<file path="src/rtl/fetch_responder_pkg.sv">
// Shared constants and FSM state encoding for fetch_responder.
// The prefetch states exist only when FETCH_PREFETCH_EN is defined.
package fetch_responder_pkg;

  localparam int unsigned DATA_W = 32;
  localparam int unsigned PAIR_W = 64;

`ifdef FETCH_PREFETCH_EN
  typedef enum logic [2:0] {
    ST_IDLE,
    ST_FILL_LO,
    ST_FILL_HI,
    ST_PF_LO,
    ST_PF_HI
  } fetch_state_e;
`else
  typedef enum logic [1:0] {
    ST_IDLE,
    ST_FILL_LO,
    ST_FILL_HI
  } fetch_state_e;
`endif

endpackage

</file>
<file path="src/rtl/fetch_pair_buf.sv">
// Two-word fetch pair buffer: valid bit, word-index tag, two data words and a
// combinational hit compare against a caller-supplied tag.
module fetch_pair_buf
  import fetch_responder_pkg::*;
#(
  parameter int unsigned TAG_W = 8
) (
  input  logic              clock_i,
  input  logic              reset_i,
  input  logic              clr_i,
  input  logic              wr_lo_i,
  input  logic              wr_hi_i,
  input  logic [TAG_W-1:0]  wr_tag_i,
  input  logic [DATA_W-1:0] wr_data_i,
  input  logic              load_i,
  input  logic [TAG_W-1:0]  load_tag_i,
  input  logic [PAIR_W-1:0] load_data_i,
  input  logic [TAG_W-1:0]  match_tag_i,
  output logic              hit_o,
  output logic              valid_o,
  output logic [TAG_W-1:0]  tag_o,
  output logic [PAIR_W-1:0] data_o
);

  logic              valid_q;
  logic [TAG_W-1:0]  tag_q;
  logic [DATA_W-1:0] data_lo_q;
  logic [DATA_W-1:0] data_hi_q;

  always_ff @(posedge clock_i or posedge reset_i) begin
    if (reset_i) begin
      valid_q   <= 1'b0;
      tag_q     <= '0;
      data_lo_q <= '0;
      data_hi_q <= '0;
    end else if (load_i) begin
      valid_q   <= 1'b1;
      tag_q     <= load_tag_i;
      data_lo_q <= load_data_i[DATA_W-1:0];
      data_hi_q <= load_data_i[PAIR_W-1:DATA_W];
    end else begin
      if (clr_i) valid_q <= 1'b0;
      if (wr_lo_i) data_lo_q <= wr_data_i;
      // The pair only becomes visible once the upper word has landed.
      if (wr_hi_i) begin
        data_hi_q <= wr_data_i;
        tag_q     <= wr_tag_i;
        valid_q   <= 1'b1;
      end
    end
  end

  assign hit_o   = valid_q && (tag_q == match_tag_i);
  assign valid_o = valid_q;
  assign tag_o   = tag_q;
  assign data_o  = {data_hi_q, data_lo_q};

endmodule

</file>
<file path="src/rtl/fetch_responder.sv">
// Fetch pair responder: serves word W and W+1 from a pair buffer, filling it
// from backing memory on a miss. Optional prefetch buffer: FETCH_PREFETCH_EN.
module fetch_responder
  import fetch_responder_pkg::*;
#(
  parameter int unsigned ADDR_W = 10
) (
  input  logic              clock_i,
  input  logic              reset_i,
  input  logic [ADDR_W-1:0] iaddr_i,
  output logic [PAIR_W-1:0] idata_o,
  output logic              stall_o,
  output logic              mem_req_o,
  output logic [ADDR_W-3:0] mem_addr_o,
  input  logic              mem_ack_i,
  input  logic [DATA_W-1:0] mem_rdata_i
);

  localparam int unsigned IDX_W = ADDR_W - 2;

  fetch_state_e     state_q, state_d;
  logic [IDX_W-1:0] req_idx;
  logic [IDX_W-1:0] fill_idx_q, fill_idx_d;
  logic             hit;
  logic             clr, wr_lo, wr_hi;
  logic             load;
  logic [IDX_W-1:0] pf_tag;
  logic [PAIR_W-1:0] pf_data;
  logic             pair_valid_unused;
  logic [IDX_W-1:0] pair_tag_unused;
  logic             iaddr_lsb_unused;

  assign req_idx          = iaddr_i[ADDR_W-1:2];
  assign iaddr_lsb_unused = ^iaddr_i[1:0];
  assign stall_o          = !hit;

  fetch_pair_buf #(.TAG_W(IDX_W)) u_pair (
    .clock_i     (clock_i),
    .reset_i     (reset_i),
    .clr_i       (clr),
    .wr_lo_i     (wr_lo),
    .wr_hi_i     (wr_hi),
    .wr_tag_i    (fill_idx_q),
    .wr_data_i   (mem_rdata_i),
    .load_i      (load),
    .load_tag_i  (pf_tag),
    .load_data_i (pf_data),
    .match_tag_i (req_idx),
    .hit_o       (hit),
    .valid_o     (pair_valid_unused),
    .tag_o       (pair_tag_unused),
    .data_o      (idata_o)
  );

`ifdef FETCH_PREFETCH_EN
  logic pf_clr, pf_wr_lo, pf_wr_hi;
  logic pf_valid, pf_next_hit;

  fetch_pair_buf #(.TAG_W(IDX_W)) u_pf (
    .clock_i     (clock_i),
    .reset_i     (reset_i),
    .clr_i       (pf_clr),
    .wr_lo_i     (pf_wr_lo),
    .wr_hi_i     (pf_wr_hi),
    .wr_tag_i    (fill_idx_q),
    .wr_data_i   (mem_rdata_i),
    .load_i      (1'b0),
    .load_tag_i  ('0),
    .load_data_i ('0),
    .match_tag_i (req_idx + IDX_W'(2)),
    .hit_o       (pf_next_hit),
    .valid_o     (pf_valid),
    .tag_o       (pf_tag),
    .data_o      (pf_data)
  );
`else
  assign pf_tag  = '0;
  assign pf_data = '0;
`endif

  always_ff @(posedge clock_i or posedge reset_i) begin
    if (reset_i) begin
      state_q    <= ST_IDLE;
      fill_idx_q <= '0;
    end else begin
      state_q    <= state_d;
      fill_idx_q <= fill_idx_d;
    end
  end

  always_comb begin
    state_d    = state_q;
    fill_idx_d = fill_idx_q;
    clr        = 1'b0;
    wr_lo      = 1'b0;
    wr_hi      = 1'b0;
    load       = 1'b0;
    mem_req_o  = 1'b0;
    mem_addr_o = '0;
`ifdef FETCH_PREFETCH_EN
    pf_clr     = 1'b0;
    pf_wr_lo   = 1'b0;
    pf_wr_hi   = 1'b0;
`endif
    case (state_q)
      ST_IDLE: begin
`ifdef FETCH_PREFETCH_EN
        // Hit: run ahead to W+2. Miss on the prefetched pair: copy it over
        // in one stall cycle. Otherwise fall back to a demand fill.
        if (hit) begin
          if (!pf_next_hit) begin
            state_d    = ST_PF_LO;
            fill_idx_d = req_idx + IDX_W'(2);
            pf_clr     = 1'b1;
          end
        end else if (pf_valid && (pf_tag == req_idx)) begin
          load = 1'b1;
        end else begin
          state_d    = ST_FILL_LO;
          fill_idx_d = req_idx;
          clr        = 1'b1;
        end
`else
        if (!hit) begin
          state_d    = ST_FILL_LO;
          fill_idx_d = req_idx;
          clr        = 1'b1;
        end
`endif
      end
      ST_FILL_LO: begin
        mem_req_o  = 1'b1;
        mem_addr_o = fill_idx_q;
        if (mem_ack_i) begin
          wr_lo   = 1'b1;
          state_d = ST_FILL_HI;
        end
      end
      ST_FILL_HI: begin
        mem_req_o  = 1'b1;
        mem_addr_o = fill_idx_q + IDX_W'(1);
        if (mem_ack_i) begin
          wr_hi   = 1'b1;
          state_d = ST_IDLE;
        end
      end
`ifdef FETCH_PREFETCH_EN
      ST_PF_LO: begin
        mem_req_o  = 1'b1;
        mem_addr_o = fill_idx_q;
        if (mem_ack_i) begin
          pf_wr_lo = 1'b1;
          state_d  = ST_PF_HI;
        end
      end
      ST_PF_HI: begin
        mem_req_o  = 1'b1;
        mem_addr_o = fill_idx_q + IDX_W'(1);
        if (mem_ack_i) begin
          pf_wr_hi = 1'b1;
          state_d  = ST_IDLE;
        end
      end
`endif
      default: state_d = ST_IDLE;
    endcase
  end

endmodule
</file>
<file path="config.mk">
export PLATFORM = sky130hd
export DESIGN_NAME = fetch_responder
export DESIGN_NICKNAME = d
export VERILOG_FILES = /design/src/rtl/fetch_responder_pkg.sv /design/src/rtl/fetch_pair_buf.sv /design/src/rtl/fetch_responder.sv
export SDC_FILE = /design/constraint.sdc
export NUM_CORES = 1
export LEC_CHECK = 0
export ABC_AREA = 1
export ABC_CLOCK_PERIOD_IN_PS = 3000
export CORE_UTILIZATION = 48
export DETAILED_ROUTE_END_ITERATION = 8
export GPL_TIMING_DRIVEN = 0
export PLACE_DENSITY = 0.8
export SLEW_MARGIN = 20
export SYNTH_ARGS = -nofsm -noshare
export SYNTH_HDL_FRONTEND = slang
export SYNTH_HIERARCHICAL = 1
export SYNTH_SLANG_ARGS = --single-unit
export TNS_END_PERCENT = 10
</file>
<file path="constraint.sdc">
create_clock -name clock_i -period 3 [get_ports clock_i]
set_input_delay 0.45 -clock clock_i [delete_from_list [all_inputs] [get_ports clock_i]]
set_output_delay 0.45 -clock clock_i [all_outputs]
set_load 0.01 [all_outputs]
</file>
==> results of run 1 <==
## layer usage
metal,GRT usage,share of wire
met4,0.0699,0.011
met1,0.332,0.43
met2,0.440,0.48
met5,0,0
met3,0.0649,0.073
## synthesized netlist by cell type (2+ instances only)
| cell | n | share of area |
|---|---|---|
| clkbuf_1 | 6 | 0.0053 |
| inv_2 | 3 | 0.0026 |
| nor2_1 | 12 | 0.011 |
| a21oi_1 | 15 | 0.018 |
| inv_1 | 56 | 0.049 |
| buf_6 | 4 | 0.011 |
| nand3_1 | 31 | 0.036 |
| buf_12 | 2 | 0.0094 |
| dfrtp_1 | 83 | 0.49 |
| o21ai_2 | 5 | 0.010 |
| xnor2_1 | 2 | 0.0041 |
| buf_2 | 10 | 0.012 |
| o211ai_2 | 15 | 0.044 |
| nand2_1 | 185 | 0.16 |
| o21ai_0 | 20 | 0.023 |
| nand2_2 | 24 | 0.035 |
| ha_1 | 6 | 0.018 |
| nor3_1 | 2 | 0.0023 |
| o211ai_1 | 25 | 0.044 |
## worst max path at each step
stage,from,cells past startpoint,endpoint
after detailed placement,iaddr_i[2],9,stall_o
after global placement,reset_i,2,u_pair/data_lo_q[6]$_DFFE_PP0P_
after global routing,state_q[0]$_DFFE_PP0P_,5,mem_addr_o[3]
final,state_q[1]$_DFFE_PP0P_,8,mem_addr_o[6]
after floorplan,reset_i,1,u_pair/data_hi_q[0]$_DFFE_PP0P_
after CTS,state_q[0]$_DFFE_PP0P_,5,mem_addr_o[3]
## area by class of cell
type	count	area (µm²)	share of cell area
plain buffers	23	165	0.0272
clock buffers	9	124	0.0204
flip-flops and latches	83	2080	0.342
well taps	108	135	0.0222
repair buffers	117	1190	0.196
clock inverters	7	77.6	0.0128
inverters	61	239	0.0393
multi-input cells	421	2070	0.340
## per-stage QoR
stage	setup TNS [ns]	instance area, µm²
after floorplan	0	4550
after global placement	-44.95	5840
after detailed placement	0	5870
after CTS	0	6070
after global routing	0	6070
final	0	6070
## kinds of logic after synthesis
family | Yosys count | share of synthesized area
AO/OA/AOI/OAI | 82 | 0.142
XOR/XNOR | 2 | 0.00410
adder cells (fa/ha/maj) | 6 | 0.0176
buffers and inverters | 84 | 0.0939
flip-flops | 83 | 0.486
multiplexers | 1 | 0.00263
other | 1 | 0.000877
AND/OR/NAND/NOR | 257 | 0.253
## registers in the layout, summed over array words and instances (netlist names)
signal            count
state_q               2
u_pair/tag_o          8
fill_idx_q            8
u_pair/valid_o        1
u_pair/data_hi_q     32
u_pair/data_lo_q     32
## report_power, final
part / internal, mW / switching [mW] / total, mW
clock: 0.389 / 0.429 / 0.818
combinational: 0.769 / 0.859 / 1.63
sequential: 1.37 / 0.207 / 1.58
## cells in the final DEF, fill, tap and decap left out, drive strengths merged
master / synthesis / routed
nand2: 209 / 209
clkdlybuf4s50: 0 / 116
dfrtp: 83 / 83
conb: 1 / 73
inv: 60 / 61
o211ai: 40 / 40
nand3: 31 / 31
o21ai: 25 / 25
buf: 17 / 18
a21oi: 16 / 16
clkbuf: 6 / 15
nor2: 14 / 14
ha: 6 / 6
clkinvlp: 0 / 4
nor3: 2 / 2
clkinv: 1 / 2
xnor2: 2 / 2
o22ai: 1 / 1
mux2: 1 / 1
bufinv: 0 / 1
or2: 1 / 1
## worst max-delay path, delay by kind of cell, from the launching register on
family | cells | cell delay [ns]
compound gates | 2 | 0.22
simple gates | 1 | 0.12
fa+ha+maj | 1 | 0.17
buf+inv | 4 | 0.99
flops | 1 | 0.41
==> impl_results.md, run 1 <==
- DR DRC count: 0
- Slew Limit Fails: 0
- Overall Global Routing Usage: 0.260
- Synthesized cell area: around 4300 µm²
- IO buf count: 116
- VDD IR max: roughly 0.00033 V
- Worst hold path class: in2async
- Total CTS buffers: 9
- CTS tree: built
- Initial Util: 0.493
- Synth async-reset ratio: 1.00
- Detailed Route WL: 11300 µm
- Router iterations before antenna repair: 4
- GP Congestion: 0.821
- Clock latency on the worst-skew pair: 0.35 ns
- Post-synthesis register bit count: 83
- Initial antenna violation count: 0
- Setup bufs post-CTS: 0
- Outcome: finished, final reports clean
- Final WS setup: 0.297 ns
- Cells after Synth: 516
- Die width: ~96 µm
- Die ar.: 9290 µm²
- Number of global-route vias before repair: 3987
- Total power: 4.03 mW
- Final hold viol count: 0
- Skew final: 0.00897 ns
- Worst setup EP type: output port
- Final cell utilization of the core: 0.700
- Slowest-stage cell, CP: clkdlybuf4s50_1
- Placed Cells: 813
- Area Overhead vs Synth: 42.0%
- Clock-pin slew on the worst setup and hold paths: 0.09 ns
- Hold WS: 0.485 ns
- Syn Area/Cell: 8.29 µm²
- Clock root buffer: clkbuf_8
- Seq/Total Area, Yosys: 0.486
- Fmax: 370 MHz
- Post-Layout Cell Count: 829
- WP data required: 2.55 ns
- Row cnt: 34
- First-pass GRT wire length: 18400 µm
- Detailed Route Iter0 Violations: 228
- Max-cap violations: 0
- Crit share post-route: 0.901
- Post-synth cell types: 29
- Cts-stage hold buffer count: 0
- Period minus WS final: about 2.7 ns
- Critical Path AT: 2.25 ns
- Core ar.: 8680 µm²
- Cells on worst reg2reg path: 10
- Post-synth EDFFs: 0
- Congestion Overflow GR: 0
- Unrepaired setup endpoints after global routing: false
- Power per cell area: roughly 660 nW/µm²
- Reg2Reg Launch Point: state_q[0]$_DFFE_PP0P_
- Crit-path cells: inv_1, ha_1, buf_2, inv_1, o21ai_0, a21oi_1, nor2_1, clkdlybuf4s50_1
- Layout cells sized above 1: 0.123
- Crit-path max FO: 9
- Final setup fails: 0
- Antenna Nets Post-Route: 0
- Worst r2r dst: u_pair/data_hi_q[23]$_DFFE_PP0P_
- Worst reg2reg setup slack: 1.06 ns
- FILL cells: 729
- Height of the die: approximately 96 µm
- Most used DFF post-synth: dfrtp_1
- Via count: 3977
- Crit path launch type: flip-flop
- PostCTS Resize Cnt: 0
- Clock tree buffer depth: 2
- Critical path's largest stage delay: 0.55 ns
- Pre-CTS worst setup slack: just under 0.4 ns
- Routed vias/inst: 4.80
- Final #Nets: between 700 and 800
- CP dominant cell by count: inv_1
- Pleak: between 2 and 3 nW
- Largest net degree at the start of global routing: 43
- Crit Path Class: reg2out
- HPWL after DPL: 8470 µm
- I/O pin cnt: 119
- Yosys warns: 6
- H-Tree Depth: 3
- # clock sinks: 83
- Inserted Diodes: 0
- Routed len/inst: 13.7 µm
(Power assumes the default switching activity.)
==> inputs of run 2 (changes only) <==
--- a/config.mk
+++ b/config.mk
@@ -12,4 +12,5 @@
 export GPL_TIMING_DRIVEN = 0
 export PLACE_DENSITY = 0.8
+export SKIP_LAST_GASP = 1
 export SLEW_MARGIN = 20
 export SYNTH_ARGS = -nofsm -noshare
==> constraint.sdc (replaced) <==
create_clock -name clock_i -period 3 [get_ports clock_i]
set_input_delay 0.6 -clock clock_i [delete_from_list [all_inputs] [get_ports clock_i]]
set_output_delay 0.6 -clock clock_i [all_outputs]
set_load 0.01 [all_outputs]
==> run 2 against run 1 <==
Sequential cell count unchanged. Critical path depth unchanged. Wire length down 0.52%. Sequential share of layout area about the same. Highest routed layer unchanged.
==> impl_results.md, run 2 (synthesis gave the netlist of run 1 again) <==
- Outcome: finished, final reports clean
- HPWL after DPL: 8470 µm (unchanged)
- Final cell utilization of the core: 0.700 (about the same)
- Inserted Diodes: 0 (unchanged)
- Cells on worst reg2reg path: 10 (unchanged)
- Setup bufs post-CTS: 0 (unchanged)
- Post-route cell area: 6080 µm² (about the same)
- Final WS setup: 0.142 ns (-0.155 ns)
- Via count: 3951 (-0.65%)
- Clock-pin slew on the worst setup and hold paths: 0.09 ns (about the same)
- Period minus WS final: 2.86 ns (+0.155 ns)
- Pleak: 2.81 nW (about the same)
- Final setup fails: 0 (unchanged)
- Slew Limit Fails: 0 (unchanged)
- Die ar.: 9290 µm² (unchanged)
- Hold WS: 0.488 ns (+0.00290 ns)
- Slowest-stage cell, CP: clkdlybuf4s50_1
- Leading cell type in the layout, fill and taps excluded: nand2_1
- Crit-path cells: inv_1, ha_1, buf_2, inv_1, o21ai_0, a21oi_1, nor2_1, clkdlybuf4s50_1
- Total CTS buffers: 9 (unchanged)
- Worst r2r dst: u_pair/data_hi_q[23]$_DFFE_PP0P_
- Number of global-route vias before repair: 3987 (unchanged)
- WP data required: 2.40 ns (-0.15 ns)
- Reg2Reg Launch Point: state_q[0]$_DFFE_PP0P_
- Worst hold path class: reg2reg
- Overall Global Routing Usage: 0.260 (unchanged)
- Initial Util: 0.493 (unchanged)
- Initial antenna violation count: 0 (unchanged)
- Sequential power share: 0.393 (about the same)
- Clock root buffer: clkbuf_8
- Crit path launch type: flip-flop
- Core ar.: 8680 µm² (unchanged)
- Switch share: 0.370 (-0.000793)
- CTS tree: built
- Fmax: 350 MHz (-5.4%)
- Post-Layout Cell Count: 829 (unchanged)
- VDD IR max: 0.000327 V (-0.19%)
- Area Overhead vs Synth: 42.1% (about the same)
- Critical Path AT: 2.26 ns (about the same)
- Setup_tns: 0 ns (unchanged)
- Largest net degree at the start of global routing: 43 (unchanged)
- GP Congestion: 0.821 (unchanged)
- Clock latency on the worst-skew pair: 0.35 ns (about the same)
- Crit Path Class: reg2out
- CP dominant cell by count: inv_1
- Height of the die: 96.4 µm (unchanged)
- DR DRC count: 0 (unchanged)
- Unrepaired setup endpoints after global routing: false
- Antenna Nets Post-Route: 0 (unchanged)
- Placed Cells: 813 (unchanged)
- Net switching power: 1.49 mW (-0.33%)
- Detailed Route WL: 11300 µm (-0.52%)
- Crit-path max FO: 9 (unchanged)
- CP startpoint: state_q[1]$_DFFE_PP0P_
- Area of the multi-input gates: 2070 µm² (+0.12%)
- Die width: 96.4 µm (unchanged)
- I/O pin cnt: 119 (unchanged)
- Clock power frac: 0.203 (about the same)
- Row cnt: 34 (unchanged)
- Worst setup EP type: output port
- Clock tree buffer depth: 2 (unchanged)
- Skew final: 0.00832 ns (-0.000645 ns)
- H-Tree Depth: 3 (unchanged)
- Hold path depth: 2
- # clock sinks: 83 (unchanged)
- Congestion Overflow GR: 0 (unchanged)
- DP Area: 5870 µm² (unchanged)
- Routed vias/inst: 4.77 (-0.65%)
- Router iterations before antenna repair: 4 (unchanged)
- Worst reg2reg setup slack: 1.06 ns (about the same)
- Most frequent cells in the layout: nand2_1 (185), clkdlybuf4s50_1 (116), dfrtp_1 (83)
- Worst Setup EP: mem_addr_o[6]
- Layout cells sized above 1: 0.125 (+0.00139)
- First-pass GRT wire length: 18400 µm (unchanged)
- Final hold viol count: 0 (unchanged)
- Top flop regs: u_pair/data_hi_q x32, u_pair/data_lo_q x32
- Gate power share: 0.404 (about the same)
- Pre-CTS worst setup slack: 0.0884 ns (-0.300 ns)
- FILL cells: 728 (-0.14%)
- Internal power: 2.53 mW (about the same)
- Detailed Route Iter0 Violations: 241 (+5.7%)
- Routed len/inst: 13.6 µm (-0.52%)
- Max-cap violations: 0 (unchanged)
- Register area: 2080 µm² (unchanged)
- Total power: 4.02 mW (-0.11%)
- Crit share post-route: 0.953 (+0.0517)
- Final #Nets: 767 (unchanged)
- IO buf count: 116 (unchanged)
- Power per cell area: 662 nW/µm² (-0.15%)
- Critical path's largest stage delay: 0.55 ns (about the same)
-- run 2: what timing repair did --
| item | 4_1_cts | 5_1_grt |
|---|---|---|
| hold buffers | 0 | 0 |
| endpoints found under the setup margin | 0 | 1 |
| hold endpoints to repair | 0 | 0 |
| resized for setup | 0 | 1 |
-- run 2: routing by layer --
layer  GRT usage  vias up  share of wire
met4      0.0699        0          0.011
met2       0.440      117           0.49
met5           0        -              0
met1       0.332     1849           0.43
met3      0.0649       13          0.074
li1            -     1972              -
-- run 2: worst max-delay path: cells and delay by family (launching register included) --
family	cells	cell delay (ns)
compound gates	2	0.22
fa+ha+maj	1	0.17
buf+inv	4	0.99
flops	1	0.41
simple gates	1	0.12
-- run 2: worst min path at each step --
stage	end	startpoint	slack, ns
after floorplan	fill_idx_q[0]$_DFFE_PP0P_	reset_i	0.44
after detailed placement	u_pair/data_lo_q[23]$_DFFE_PP0P_	u_pair/data_lo_q[23]$_DFFE_PP0P_	0.47
final	u_pair/data_lo_q[0]$_DFFE_PP0P_	u_pair/data_lo_q[0]$_DFFE_PP0P_	0.49
after global routing	u_pair/data_lo_q[17]$_DFFE_PP0P_	u_pair/data_lo_q[17]$_DFFE_PP0P_	0.52
after CTS	u_pair/data_lo_q[23]$_DFFE_PP0P_	u_pair/data_lo_q[23]$_DFFE_PP0P_	0.49
after global placement	u_pair/data_hi_q[0]$_DFFE_PP0P_	u_pair/data_hi_q[0]$_DFFE_PP0P_	0.46
-- run 2: area by class of cell --
class	count	share of cell area
clock inverters	7	0.0128
clock buffers	9	0.0204
inverters	61	0.0393
repair buffers	117	0.196
plain buffers	23	0.0272
well taps	108	0.0222
multi-input cells	421	0.341
flip-flops and latches	83	0.342
-- run 2: power by group through the flow --
stage / clock (mW) / combinational [mW] / sequential [mW]
3_3_place_gp: 0 / 1.55 / 1.59
2_1_floorplan: 0 / 0.817 / 1.64
4_1_cts: 0.836 / 1.61 / 1.58
6_report: 0.816 / 1.63 / 1.58
3_5_place_dp: 0 / 1.61 / 1.60
5_1_grt: 0.877 / 1.80 / 1.62
==> inputs of run 3 (changes only) <==
- ABC_CLOCK_PERIOD_IN_PS: 3000 -> default
==> results of run 3 <==
Final layout, timing and power as in run 2 (identical DEF).
